<file path="config.mk">
export PLATFORM = sky130hd
export DESIGN_NAME = byte_logic_arbiter
export DESIGN_NICKNAME = d
export VERILOG_FILES = /design/src/rtl/byte_logic_defs.sv /design/src/rtl/rr_arb2.sv /design/src/rtl/byte_logic_arbiter.sv
export SDC_FILE = /design/constraint.sdc
export NUM_CORES = 1
export LEC_CHECK = 0
export CAP_MARGIN = 20
export CORE_MARGIN = 1.5
export CORE_UTILIZATION = 50
export CTS_CLUSTER_DIAMETER = 40
export DETAILED_ROUTE_END_ITERATION = 10
export DONT_BUFFER_PORTS = 1
export PLACE_DENSITY_LB_ADDON = 0.15
export REMOVE_ABC_BUFFERS = 1
export SLEW_MARGIN = 5
export SYNTH_ARGS = -nofsm -noshare
export SYNTH_HDL_FRONTEND = slang
export SYNTH_SLANG_ARGS = --single-unit
</file>
<file path="constraint.sdc">
create_clock -name clk -period 3.37 [get_ports clk]
set_clock_uncertainty 0.2 [all_clocks]
set_input_delay 0.674 -clock clk [delete_from_list [all_inputs] [get_ports clk]]
set_output_delay 0.674 -clock clk [all_outputs]
set_load 0.05 [all_outputs]
</file>
<file path="src/rtl/byte_logic_defs.sv">
// Shared opcode constants and FSM state encoding for the byte logic arbiter.
package byte_logic_defs;

  localparam logic [1:0] OP_AND  = 2'b00;
  localparam logic [1:0] OP_OR   = 2'b01;
  localparam logic [1:0] OP_XOR  = 2'b10;
  localparam logic [1:0] OP_NAND = 2'b11;

  typedef enum logic [1:0] {
    ST_IDLE = 2'd0,
    ST_EXEC = 2'd1,
    ST_RESP = 2'd2
  } state_t;

endpackage

</file>
<file path="src/rtl/rr_arb2.sv">
// Two-requester round-robin arbiter producing a one-hot grant.
module rr_arb2 (
  input  logic [1:0] req,
  input  logic       last,
  output logic [1:0] grant
);

  always_comb begin
    grant = 2'b00;
    case (req)
      2'b01:   grant = 2'b01;
      2'b10:   grant = 2'b10;
      // Contention: favour whichever requester was not granted last.
      2'b11:   grant = last ? 2'b01 : 2'b10;
      default: grant = 2'b00;
    endcase
  end

endmodule

</file>
<file path="src/rtl/byte_logic_arbiter.sv">
// Arbitrates two requesters onto one bitwise logic unit; IDLE -> EXEC -> RESP.
module byte_logic_arbiter
  import byte_logic_defs::*;
#(
  parameter int W = 8
) (
  input  logic           clk,
  input  logic           rst,
  input  logic [1:0]     req_valid,
  output logic [1:0]     req_ready,
  input  logic [3:0]     req_op,
  input  logic [2*W-1:0] req_a,
  input  logic [2*W-1:0] req_b,
  output logic           rsp_valid,
  input  logic           rsp_ready,
  output logic           rsp_id,
  output logic [W-1:0]   rsp_data,
  output logic           busy,
  output logic [1:0]     dbg_state
);

  // Handshake: a request transfers when req_valid[i] & req_ready[i] (only in
  // IDLE); a response transfers when rsp_valid & rsp_ready (only in RESP).

  state_t       state, next_state;
  logic [1:0]   grant;
  logic         accept;
  logic [1:0]   op_q;
  logic [W-1:0] a_q, b_q, data_q, result;
  logic         id_q, last_q;

  rr_arb2 u_arb (
    .req   ((state == ST_IDLE) ? req_valid : 2'b00),
    .last  (last_q),
    .grant (grant)
  );

  assign accept    = |grant;
  assign req_ready = grant;
  assign rsp_valid = (state == ST_RESP);
  assign rsp_id    = id_q;
  assign rsp_data  = data_q;
  assign busy      = (state != ST_IDLE);
  assign dbg_state = state;

  always_comb begin
    result = '0;
    case (op_q)
      OP_AND:  result = a_q & b_q;
      OP_OR:   result = a_q | b_q;
      OP_XOR:  result = a_q ^ b_q;
      OP_NAND: result = ~(a_q & b_q);
      default: result = '0;
    endcase
  end

  always_comb begin
    next_state = state;
    case (state)
      ST_IDLE: if (accept) next_state = ST_EXEC;
      ST_EXEC: next_state = ST_RESP;
      ST_RESP: if (rsp_ready) next_state = ST_IDLE;
      default: next_state = ST_IDLE;
    endcase
  end

  always_ff @(posedge clk or posedge rst) begin
    if (rst) begin
      state  <= ST_IDLE;
      op_q   <= '0;
      a_q    <= '0;
      b_q    <= '0;
      id_q   <= 1'b0;
      last_q <= 1'b1;
      data_q <= '0;
    end else begin
      state <= next_state;
      if (accept) begin
        op_q   <= grant[1] ? req_op[3:2] : req_op[1:0];
        a_q    <= grant[1] ? req_a[W +: W] : req_a[0 +: W];
        b_q    <= grant[1] ? req_b[W +: W] : req_b[0 +: W];
        id_q   <= grant[1];
        last_q <= grant[1];
      end
      // The result register only moves on the EXEC -> RESP step.
      if (state == ST_EXEC) data_q <= result;
    end
  end

endmodule

</file>
After elaboration in Yosys (flattened, before gate mapping)
Cells that the tools add are included.

word-level totals
  word-level logic and storage cells = 36
  register bits after elaboration = 30
  input port bits = 41
  output and inout port bits = 15

operators by class
  reduce and logical (&&, ||, !) cells = 5
  bitwise gates (word level) = 4
  equality and inequality tests = 10
  muxes and demuxes = 10

operator list
  kind                count
  $pmux 8 s4          1
  $mux 8              2
  $pmux 2 s3          2
  $eq 2x2->1 const B  5
  $mux 2              5
  $and 8x8->8         1
  $not 8->8           1
  $or 8x8->8          1
  $xor 8x8->8         1
  $eq 2x1->1 const B  3
  $logic_not 2->1     2
  $ne 2x1->1 const B  1
  $ne 2x2->1 const B  1
  $reduce_and 2->1    1
  $reduce_bool 2->1   1
  $reduce_or 2->1     1

Logic depth before layout (Yosys ltp)
Gate-level depths: netlist (run 1).

  word-level depth = 7
  gate-level depth with buffers = 5
  mapped depth without buffers = 5

Cells and area by module
Synthesis (run 1) repeated with hierarchy kept, for this count alone.

second synthesis, totals
  cell total of the unflattened synthesis = 187
  area total of the unflattened synthesis = 1,791.7 um^2

by module, submodules not included
  module              sequential area each (um^2)  cells an instance  times used  area each (um^2)
  byte_logic_arbiter  752.0                        184                1           1,773.0
  rr_arb2             0.0                          3                  1           18.8

Worst setup path after synthesis (run 1)
OpenSTA, ideal clock, no wires.

  kind = input-to-output
  from = in req_valid[1]
  to = out req_ready[0]
  slack = 0.678 ns
  data required time = 2.496 ns
  arrival = 1.818 ns
  stages on the path = 5
  path buffers = 2
  cell sequence = buf_4 inv_2 buf_2 o21ai_0 nor2_1

between the ends
  longest elaborated chain between the ends = 3
  elaborated cells on any way between the ends = 5
  those cells by class = eq/ne: 3; mux: 2

ends and longest elaborated chain
  item                                      RTL line                  RTL
  from (decl)                               byte_logic_arbiter.sv:9   input logic [1:0] req_valid,
  $mux 2 *                                  byte_logic_arbiter.sv:33  .req ((state == ST_IDLE) ? req_valid : 2'b00),
  $eq 2x2->1 or $eq 2x1->1 (tied branches)  rr_arb2.sv:10             case (req)
  $pmux 2 s3 *                              rr_arb2.sv:10
  to (decl)                                 byte_logic_arbiter.sv:10  output logic [1:0] req_ready,

Mark *: on every way between the ends. The rest lies on a longest branch, timed or not.

Worst setup path after layout (run 1)
  from = reg state[1], in the netlist dbg_state[1]
  to = out req_ready[1]

between the ends
  longest elaborated chain between the ends = 4
  elaborated cells on any way between the ends = 6
  those cells by class = eq/ne: 3; mux: 2; reduce/logical: 1

ends and longest elaborated chain
  item                                      RTL line                  RTL
  from (decl)                               byte_logic_arbiter.sv:25  state_t state, next_state;
  from (signal assigned)                    byte_logic_arbiter.sv:77  state <= next_state;
  $logic_not 2->1 *                         byte_logic_arbiter.sv:33
  $mux 2 *                                  byte_logic_arbiter.sv:33
  $eq 2x2->1 or $eq 2x1->1 (tied branches)  rr_arb2.sv:10
  $pmux 2 s3 *                              rr_arb2.sv:10

Marked as above.

==> qor.json, run 1 <==
{
  "cts_root_buf": {"value": "clkbuf_8"},
  "final_nets": {"value": 266},
  "gp_congestion": {"value": 0.7436},
  "cell_internal_power_dissipation": {"value": 1125, "unit": "uW"},
  "rsz0062_at_grt": {"value": "false"},
  "worst_supply_voltage_drop_on_vdd": {"value": 0.5689, "unit": "mV"},
  "min-delay-path-class": {"value": "primary input to asynchronous set/reset pin"},
  "p_sw_frac": {"value": 0.5057},
  "post-route-worst-setup-slack": {"value": 0.6817, "unit": "ns"},
  "p_seq_frac": {"value": 0.446},
  "die_width": {"value": 67.04, "unit": "um"},
  "number_of_global_route_vias_before_repair": {"value": 1549},
  "placement.io_buffers": {"value": 0},
  "tritoncts": {"value": "done"},
  "global_route.overflow_total": {"value": 0},
  "top_cells_by_area_in_the_synthesized_netlist": {"value": "dfrtp_1 35%, ha_1 9.8%, inv_1 5.7%"},
  "routed_wirelength": {"value": 4567, "unit": "um"},
  "maxSlewHeadroom": {"value": 0.3470},
  "synth_top_cell_area_share": {"value": 0.3539},
  "regToRegEndpoint": {"value": "a_q[6]"},
  "area_of_the_multi_input_gates": {"value": 0.001054, "unit": "mm^2"},
  "drt-initial-drc-count": {"value": 55},
  "run_status": {"value": "complete, no violations"},
  "worstSkewPairLatency": {"value": 0.28, "unit": "ns"},
  "power.switching": {"value": 1151, "unit": "uW"},
  "r2r_start": {"value": "dbg_state[1]"},
  "placement.setup.worst_slack": {"value": 1.010, "unit": "ns"},
  "antenna_cells_inserted": {"value": 0},
  "clkSinkCount": {"value": 30},
  "dieArea": {"value": 0.004494, "unit": "mm^2"},
  "hpwl": {"value": 3234, "unit": "um"},
  "setup.worst_path.class": {"value": "flop to output pin"},
  "p_leak": {"value": 0.0009871, "unit": "uW"},
  "postCtsSetupRepairBufs": {"value": 0},
  "synthCells": {"value": 214},
  "routed_via_density": {"value": 6.038},
  "final_min_period_over_clock_period": {"value": 0.7977},
  "finalSetupViolCount": {"value": 0},
  "timing.critical_path.from_type": {"value": "flop"},
  "maxCapViolCount": {"value": 0},
  "dr.pass1.iters": {"value": 5},
  "post_synth_num_cell_types": {"value": 28},
  "routed_wire_length_per_instance": {"value": 17.57, "unit": "um"},
  "sequential_cell_area": {"value": 752.0, "unit": "um^2"},
  "core_area": {"value": 0.003971, "unit": "mm^2"},
  "pin_count_of_the_biggest_net_entering_global_routing": {"value": 34},
  "cts_resized": {"value": 0},
  "timing.setup.tns": {"value": 0, "unit": "ns"},
  "syn_area_per_cell": {"value": 9.583, "unit": "um^2"},
  "floorplan.die.height": {"value": 67.04, "unit": "um"},
  "cts.reportedPaths.clkPinSlew": {"value": 0.07, "unit": "ns"},
  "finalHoldWorstSlack": {"value": 0.02994, "unit": "ns"},
  "num_vias": {"value": 1570},
  "finished_layout_cell_area": {"value": 0.002132, "unit": "mm^2"},
  "antenna_violating_nets_post_route": {"value": 0},
  "achievable-frequency": {"value": 372.0, "unit": "MHz"},
  "top_level_ports": {"value": 56},
  "dpl-instance-area": {"value": 0.002041, "unit": "mm^2"},
  "gr-usage-all-layers": {"value": 0.2274},
  "combinational_share_of_power": {"value": 0.421},
  "r2r_setup_slack": {"value": 1.18, "unit": "ns"},
  "ctsLongestPathBuffers": {"value": 2},
  "timing_worst_slew_pin_value": {"value": 0.9796, "unit": "ns"},
  "worstPathRequired": {"value": 2.50, "unit": "ns"},
  "cts_inserted_buffers": {"value": 5},
  "grt_first_pass_wirelength": {"value": 7527, "unit": "um"},
  "synth_warnings": {"value": 0},
  "post-route-min-period": {"value": 2.688, "unit": "ns"},
  "postSynthRegisterBits": {"value": 30},
  "power-per-cell-area": {"value": 1067, "unit": "mW/mm^2"},
  "clock_share_of_power": {"value": 0.133},
  "hold_viol": {"value": 0},
  "cp_data_arrival_time": {"value": 1.81, "unit": "ns"},
  "ctsHoldBuffers": {"value": 0},
  "drc_errors": {"value": 0},
  "share_of_synthesized_area_occupied_by_flip_flops_and_latches": {"value": 0.3667},
  "worst-r2r-cell-count": {"value": 4},
  "h_tree_lvls": {"value": 2},
  "slew_viol_final": {"value": 0},
  "number_of_placement_rows": {"value": 23},
  "drive_above_1_share": {"value": 0.1476},
  "path_max_fanout": {"value": 21},
  "initial_antenna_violation_count": {"value": 0},
  "layout.filler_cells": {"value": 353},
  "layout-area-overhead-vs-synth": {"value": 3.966, "unit": "%"},
  "yosys.area.top_type": {"value": "dfrtp_1"},
  "starting_utilization_of_the_core_area": {"value": 0.5164},
  "syn-cell-area": {"value": 0.002051, "unit": "mm^2"},
  "crit_path_end_kind": {"value": "output pin"}
}
==> cells in the mapped netlist, drive strengths merged <==
master / instances
inv: 34
nand3: 1
o21ai: 16
nor2b: 6
and4: 6
dfrtp: 29
a221o: 6
a211o: 8
ha: 16
nand2: 7
nor2: 19
clkbuf: 3
a31oi: 8
o2111ai: 12
dfstp: 1
buf: 15
a21o: 3
nor3b: 6
o211ai: 18
==> power by group through the flow <==
stage	registers, uW	logic (uW)	clock network, uW
floorplan	954	767	0
global placement	1010	911	0
detailed placement	1030	963	0
CTS	1020	965	309
global route	1060	1100	329
finish	1020	958	302
==> layer usage <==
metal | up-vias | routed length (um) | GRT usage
met4 | 0 | 55 | 0.06888
met2 | 57 | 2257 | 0.3700
met5 | - | 0 | 0
li1 | 755 | - | -
met1 | 753 | 1955 | 0.2863
met3 | 5 | 300 | 0.07095
==> metrics by stage <==
step                power, uW  utilization  cells
global placement         1921       0.5139    252
CTS                      2292       0.5369    260
floorplan                1721            -    196
global route             2482       0.5369    260
detailed placement       1989       0.5139    252
finish                   2275       0.5369    260
==> critical path: stages (launching register included) <==
cell and delay (ns):
dfrtp_1 0.60, nor2_4 0.52, nand3_2 0.16, inv_2 0.25
==> worst max path at each step <==
stage	from	endpoint
finish	dbg_state[1]	req_ready[1]
global route	dbg_state[1]	req_ready[1]
CTS	dbg_state[1]	req_ready[1]
detailed placement	dbg_state[1]	req_ready[1]
global placement	dbg_state[1]	req_ready[1]
floorplan	dbg_state[1]	req_ready[0]
==> registers in the layout, indices dropped and copies added, names as in the netlist <==
register	cells
rsp_id	1
b_q	8
dbg_state	2
op_q	2
rsp_data	8
a_q	8
last_q	1
==> cells by family (layout without fill, tap and decap cells) <==
| group | after synthesis | after routing | synth area share |
|---|---|---|---|
| AOI/OAI and AO/OA | 71 | 71 | 0.2679 |
| adders and majority gates | 16 | 16 | 0.09762 |
| buffers and inverters | 52 | 48 | 0.1196 |
| DFF | 30 | 30 | 0.3667 |
| and+or+nand+nor | 45 | 45 | 0.1483 |
==> cell type report <==
| type | instances | share of cell area |
|---|---|---|
| Multi-Input combinational cell | 132 | 0.4941 |
| Sequential cell | 30 | 0.3527 |
| Inverter | 34 | 0.05986 |
| Clock buffer | 7 | 0.04049 |
| Tap cell | 50 | 0.02934 |
| Timing Repair Buffer | 6 | 0.02113 |
| Clock inverter | 1 | 0.002347 |
==> layout by cell type, fill, tap and decap left out, types with 3 or more instances in the layout <==
cell type,n
clkbuf_8,6
o211ai_1,15
dfrtp_1,29
buf_4,6
ha_1,16
a31oi_1,8
inv_1,31
and4_1,6
o2111ai_1,12
nor3b_2,6
o21ai_0,11
a21o_1,3
o211ai_2,3
nor2b_1,6
nor2_1,17
nand2_1,6
a221o_1,6
o21ai_1,4
inv_2,3
a211o_1,8
Power figures use the tool's default switching activity.
==> inputs of run 2 (changes only) <==
==> constraint.sdc (replaced) <==
create_clock -name clk -period 2.38 [get_ports clk]
set_clock_uncertainty 0.2 [all_clocks]
set_input_delay 0.476 -clock clk [delete_from_list [all_inputs] [get_ports clk]]
set_output_delay 0.476 -clock clk [all_outputs]
set_load 0.05 [all_outputs]
==> run 2 against run 1 <==
Final area grew 1.2%. Hold slack improved by 0.13 ns. Utilization rose by 0.63 points. Sequential cell count did not move. Register-to-register slack worse by 0.55 ns. Critical path depth rose by 1. First-iteration DRC count decreased by 22%. Final cell count grew 1.5%. Setup slack worse by 0.47 ns. Sequential share of layout area shrank 0.41 points. Critical path type unchanged. Largest cell class unchanged. Largest power group is now combinational logic.
==> qor.json, run 2 (synthesis gave the netlist of run 1 again) <==
{
  "run_status": {"value": "complete, no violations"},
  "final_nets": {"value": 271},
  "report.power.total": {"value": 3238, "unit": "uW"},
  "worst_supply_voltage_drop_on_vdd": {"value": 0.6967, "unit": "mV"},
  "cts.reportedPaths.clkPinSlew": {"value": 0.06, "unit": "ns"},
  "maxSlewHeadroom": {"value": 0.5831},
  "h_tree_lvls": {"value": 2},
  "core_area": {"value": 0.003971, "unit": "mm^2"},
  "gr-usage-all-layers": {"value": 0.2198},
  "dr.pass1.iters": {"value": 4},
  "layout.filler_cells": {"value": 355},
  "routed_via_density": {"value": 5.936},
  "min-delay-path-class": {"value": "primary input to flop"},
  "final_min_period_over_clock_period": {"value": 0.9090},
  "grt_first_pass_wirelength": {"value": 7100, "unit": "um"},
  "cts_root_buf": {"value": "clkbuf_8"},
  "number_of_placement_rows": {"value": 23},
  "power-per-cell-area": {"value": 1501, "unit": "mW/mm^2"},
  "initial_antenna_violation_count": {"value": 0},
  "num_vias": {"value": 1567},
  "ctsLongestPathBuffers": {"value": 2},
  "global_route.usage.met3": {"value": 0.05743},
  "antenna_cells_inserted": {"value": 0},
  "timing.critical_path.from_type": {"value": "flop"},
  "timing_worst_slew_pin_value": {"value": 0.6253, "unit": "ns"},
  "mostFrequentLayoutCells": {"value": "31 x inv_1, 29 x dfrtp_1, 17 x nor2_1, 16 x ha_1, 15 x o211ai_1"},
  "hold_viol": {"value": 0},
  "cts_inserted_buffers": {"value": 5},
  "post-route-min-period": {"value": 2.163, "unit": "ns"},
  "clkSinkCount": {"value": 30},
  "tritoncts": {"value": "done"},
  "setup.worst_path.class": {"value": "flop to output pin"},
  "maxCapViolCount": {"value": 0},
  "die_width": {"value": 67.04, "unit": "um"},
  "finalHoldWorstSlack": {"value": 0.1584, "unit": "ns"},
  "layout-area-overhead-vs-synth": {"value": 5.186, "unit": "%"},
  "timing.setup.tns": {"value": 0, "unit": "ns"},
  "number_of_global_route_vias_before_repair": {"value": 1479},
  "starting_utilization_of_the_core_area": {"value": 0.5164},
  "antenna_violating_nets_post_route": {"value": 0},
  "p_leak": {"value": 0.001001, "unit": "uW"},
  "achievable-frequency": {"value": 462.2, "unit": "MHz"},
  "dieArea": {"value": 0.004494, "unit": "mm^2"},
  "worstPathRequired": {"value": 1.70, "unit": "ns"},
  "routed_wirelength": {"value": 4594, "unit": "um"},
  "worstSkewPairLatency": {"value": 0.28, "unit": "ns"},
  "placement.io_buffers": {"value": 0},
  "groute.layer.met2.usage": {"value": 0.3465},
  "fin_util": {"value": 0.5432},
  "routed_wire_length_per_instance": {"value": 17.40, "unit": "um"},
  "gp_congestion": {"value": 0.7938},
  "hpwl": {"value": 3267, "unit": "um"},
  "drt-initial-drc-count": {"value": 43},
  "path_max_fanout": {"value": 12},
  "finalSetupViolCount": {"value": 0},
  "pin_count_of_the_biggest_net_entering_global_routing": {"value": 34},
  "cp_data_arrival_time": {"value": 1.49, "unit": "ns"},
  "grt_util_met1": {"value": 0.2780},
  "global_route.overflow_total": {"value": 0},
  "grt_most_used_layer": {"value": "met2"},
  "slew_viol_final": {"value": 0},
  "rsz0062_at_grt": {"value": "false"},
  "drc_errors": {"value": 0},
  "top_level_ports": {"value": 56},
  "post-route-worst-setup-slack": {"value": 0.2165, "unit": "ns"},
  "drive_above_1_share": {"value": 0.1542},
  "final_common_cell": {"value": "inv_1"},
  "floorplan.die.height": {"value": 67.04, "unit": "um"},
  "crit_path_end_kind": {"value": "output pin"},
  "placement.setup.worst_slack": {"value": 0.5253, "unit": "ns"}
}
run 2: cell count changes in the layout (fill, tap and decap cells not counted), sizes merged:
cell,delta
buf,+4
clkinv,-1
dlygate4sd3,+1
run 2: final cells by class:
cell class / instances / area, um^2 / share of cell area
clock buffers: 7 / 76.32 / 0.03538
inverters: 34 / 127.6 / 0.05916
multi-input cells: 132 / 1054 / 0.4884
flip-flops and latches: 30 / 752.0 / 0.3486
well taps: 50 / 62.56 / 0.02900
repair buffers: 11 / 85.08 / 0.03944
run 2: final timing paths:
path,startpoint,to,slack (ns),cells past startpoint
min reg2reg,b_q[2],b_q[2],0.35,1
max,dbg_state[1],req_ready[0],0.22,4
min,req_op[3],op_q[1],0.16,2
max reg2reg,dbg_state[1],b_q[7],0.63,5
min in group asynchronous,rst,rsp_data[1],0.41,2
max in group asynchronous,rst,last_q,0.89,3
run 2: power by group:
| part | switching [uW] | internal, uW | total, uW |
|---|---|---|---|
| sequential | 535 | 773 | 1310 |
| clock | 178 | 201 | 379 |
| combinational | 918 | 634 | 1550 |
| total | 1630 | 1610 | 3240 |
run 2: per-layer routing:
metal | part of all wire | wire length, um
met1 | 0.45 | 2060
met2 | 0.47 | 2160
met3 | 0.062 | 286
met4 | 0.019 | 87
met5 | 0 | 0
run 2: worst max-delay path, stage by stage (launching register included):
cell,delay (ns)
dfrtp_1,0.40
nor2_4,0.29
inv_2,0.19
nor2_1,0.13
buf_4,0.20
run 2: through the flow:
step,instance area [um^2],instances
floorplan,1933,196
global placement,2071,256
detailed placement,2071,256
CTS,2157,264
global route,2157,264
finish,2157,264
run 2: timing repair:
| item | CTS | global route |
|---|---|---|
| endpoints found under the setup margin | 0 | 0 |
| buffers inserted | 0 | 0 |
| hold endpoints to repair | 8 | 0 |
| resized for setup | 0 | 0 |
| hold buffers | 1 | 0 |
==> inputs of run 3 (changes only) <==
--- a/config.mk
+++ b/config.mk
@@ -11,6 +11,7 @@
 export CTS_CLUSTER_DIAMETER = 40
 export DETAILED_ROUTE_END_ITERATION = 10
 export DONT_BUFFER_PORTS = 1
+export MAX_ROUTING_LAYER = met4
 export PLACE_DENSITY_LB_ADDON = 0.15
 export REMOVE_ABC_BUFFERS = 1
 export SLEW_MARGIN = 5
==> run 3 against run 2 <==
Non-clock buffer count did not move. Clock power grew 2%. Count of clock-buffer cells in the layout unchanged. Critical path depth did not move. Sequential cell count unchanged. Setup slack lost 0.059 ns. Utilization stayed put. Register-to-register slack got worse by 0.08 ns. Via count grew 0.96%. Total power increased by 0.19%. Hold slack got worse by 0.0018 ns. Sequential share of layout area is the same. Critical path type unchanged.
==> qor.json, run 3 (synthesis gave the netlist of run 1 again) <==
{
  "run_status": {"value": "complete, no violations"},
  "worst_supply_voltage_drop_on_vdd": {"value": 0.7206, "unit": "mV"},
  "timing.critical_path.from_type": {"value": "flop"},
  "clock_share_of_power": {"value": 0.119},
  "power-per-cell-area": {"value": 1504, "unit": "mW/mm^2"},
  "slew_viol_final": {"value": 0},
  "num_vias": {"value": 1582},
  "post-route-min-period": {"value": 2.222, "unit": "ns"},
  "combinational_share_of_power": {"value": 0.479},
  "routed_via_density": {"value": 5.992},
  "final_min_period_over_clock_period": {"value": 0.9338},
  "worstSetupPathDepth": {"value": 4},
  "layout-area-overhead-vs-synth": {"value": 5.186, "unit": "%"},
  "cts.reportedPaths.clkPinSlew": {"value": 0.06, "unit": "ns"},
  "cts_inserted_buffers": {"value": 5},
  "worst_path_dominant_cell_family": {"value": "simple AND/OR/NAND/NOR gates"},
  "hpwl": {"value": 3349, "unit": "um"},
  "dr.pass1.iters": {"value": 4},
  "die_width": {"value": 67.04, "unit": "um"},
  "finalSetupViolCount": {"value": 0},
  "crit_path_end_kind": {"value": "output pin"},
  "critPathSlowestCell": {"value": "dfrtp_1"},
  "cts_resized": {"value": 0},
  "clkSinkCount": {"value": 30},
  "postCtsSetupRepairBufs": {"value": 0},
  "p_seq_frac": {"value": 0.402},
  "antenna_violating_nets_post_route": {"value": 0},
  "path_cells": {"value": "nor2_4 -> inv_2 -> nor2_1 -> buf_4"},
  "drt-initial-drc-count": {"value": 44},
  "drc_errors": {"value": 0},
  "worstPathRequired": {"value": 1.70, "unit": "ns"},
  "min-delay-path-class": {"value": "primary input to flop"},
  "gr-usage-all-layers": {"value": 0.2403},
  "min_delay_path_depth": {"value": 2},
  "floorplan.die.height": {"value": 67.04, "unit": "um"},
  "cts_root_buf": {"value": "clkbuf_8"},
  "number_of_placement_rows": {"value": 23},
  "routed_wire_length_per_instance": {"value": 17.59, "unit": "um"},
  "initial_antenna_violation_count": {"value": 0},
  "gp_congestion": {"value": 0.8269},
  "final_common_cell": {"value": "inv_1"},
  "maxCapViolCount": {"value": 0},
  "dieArea": {"value": 0.004494, "unit": "mm^2"},
  "routed_wirelength": {"value": 4645, "unit": "um"},
  "core_area": {"value": 0.003971, "unit": "mm^2"},
  "number_of_global_route_vias_before_repair": {"value": 1578},
  "timing_worst_slew_pin_value": {"value": 0.6102, "unit": "ns"},
  "place.detailed.instances": {"value": 256},
  "worst-path-buf-inv": {"value": 2},
  "worstSkewPairLatency": {"value": 0.28, "unit": "ns"},
  "achievable-frequency": {"value": 450.0, "unit": "MHz"},
  "p_leak": {"value": 0.001001, "unit": "uW"},
  "maxSlewHeadroom": {"value": 0.5932},
  "max_stage_delay": {"value": 0.41, "unit": "ns"},
  "rsz0062_at_grt": {"value": "false"},
  "global_route.overflow_total": {"value": 0},
  "mostFrequentLayoutCells": {"value": "31 x inv_1, 29 x dfrtp_1, 17 x nor2_1, 16 x ha_1, 15 x o211ai_1"},
  "p_sw_frac": {"value": 0.5042},
  "setup.worst_path.class": {"value": "flop to output pin"},
  "h_tree_lvls": {"value": 2},
  "drive_above_1_share": {"value": 0.1542},
  "grt_first_pass_wirelength": {"value": 7672, "unit": "um"},
  "cp_data_arrival_time": {"value": 1.55, "unit": "ns"},
  "placement.setup.worst_slack": {"value": 0.4568, "unit": "ns"},
  "top_level_ports": {"value": 56},
  "ctsHoldBuffers": {"value": 1},
  "worst-r2r-cell-count": {"value": 5},
  "fin_cells": {"value": 264},
  "post-route-worst-setup-slack": {"value": 0.1576, "unit": "ns"},
  "antenna_cells_inserted": {"value": 0},
  "hold_viol": {"value": 0},
  "pin_count_of_the_biggest_net_entering_global_routing": {"value": 34},
  "ctsLongestPathBuffers": {"value": 2},
  "tritoncts": {"value": "done"},
  "final_nets": {"value": 271},
  "placement.io_buffers": {"value": 0},
  "power.switching": {"value": 1636, "unit": "uW"},
  "path_max_fanout": {"value": 16},
  "starting_utilization_of_the_core_area": {"value": 0.5164},
  "cell_internal_power_dissipation": {"value": 1609, "unit": "uW"}
}
[run 3: cell counts in the layout (fill, tap and decap cells not counted)]
Identical to the previous run, type by type.
[run 3: layer usage]
metal | up-vias | GRT usage | part of all wire
li1 | 769 | - | -
met4 | 0 | 0.08673 | 0.017
met2 | 60 | 0.3800 | 0.48
met1 | 743 | 0.2968 | 0.44
met5 | - | - | 0
met3 | 10 | 0.06081 | 0.056
[run 3: worst paths after layout]
kind / start / endpoint / slack, ns
worst max-delay path: dbg_state[1] / req_ready[0] / 0.16
worst min-delay path: req_a[10] / a_q[2] / 0.16
worst max register to register: dbg_state[1] / b_q[6] / 0.55
worst min register to register: b_q[0] / b_q[0] / 0.34
max in group asynchronous: rst / last_q / 0.89
min in group asynchronous: rst / rsp_data[1] / 0.40
[run 3: layout make-up]
| type | count | area [um^2] |
|---|---|---|
| well taps | 50 | 62.56 |
| clock buffers | 7 | 76.32 |
| repair buffers | 11 | 85.08 |
| flip-flops and latches | 30 | 752.0 |
| multi-input cells | 132 | 1054 |
| fillers | 369 | 1814 |
| inverters | 34 | 127.6 |
[run 3: metrics by stage]
| step | hold WS (ns) | util | power (uW) | setup TNS [ns] | area [um^2] |
|---|---|---|---|---|---|
| 4_1_cts | 0.1523 | 0.5432 | 3267 | 0 | 2157 |
| 3_5_place_dp | 0.1489 | 0.5214 | 2879 | 0 | 2071 |
| 5_1_grt | 0.1585 | 0.5432 | 3553 | 0 | 2157 |
| 3_3_place_gp | 0.1411 | 0.5214 | 2780 | 0 | 2071 |
| 6_report | 0.1566 | 0.5432 | 3244 | 0 | 2157 |
| 2_1_floorplan | 0.3072 | - | 2438 | -0.3212 | 1933 |
[run 3: power by group through the flow]
stage	sequential (uW)	combinational (uW)	clock, uW
finish	1310	1550	386
global route	1350	1770	426
floorplan	1350	1090	0
global placement	1300	1480	0
detailed placement	1320	1560	0
CTS	1310	1560	393
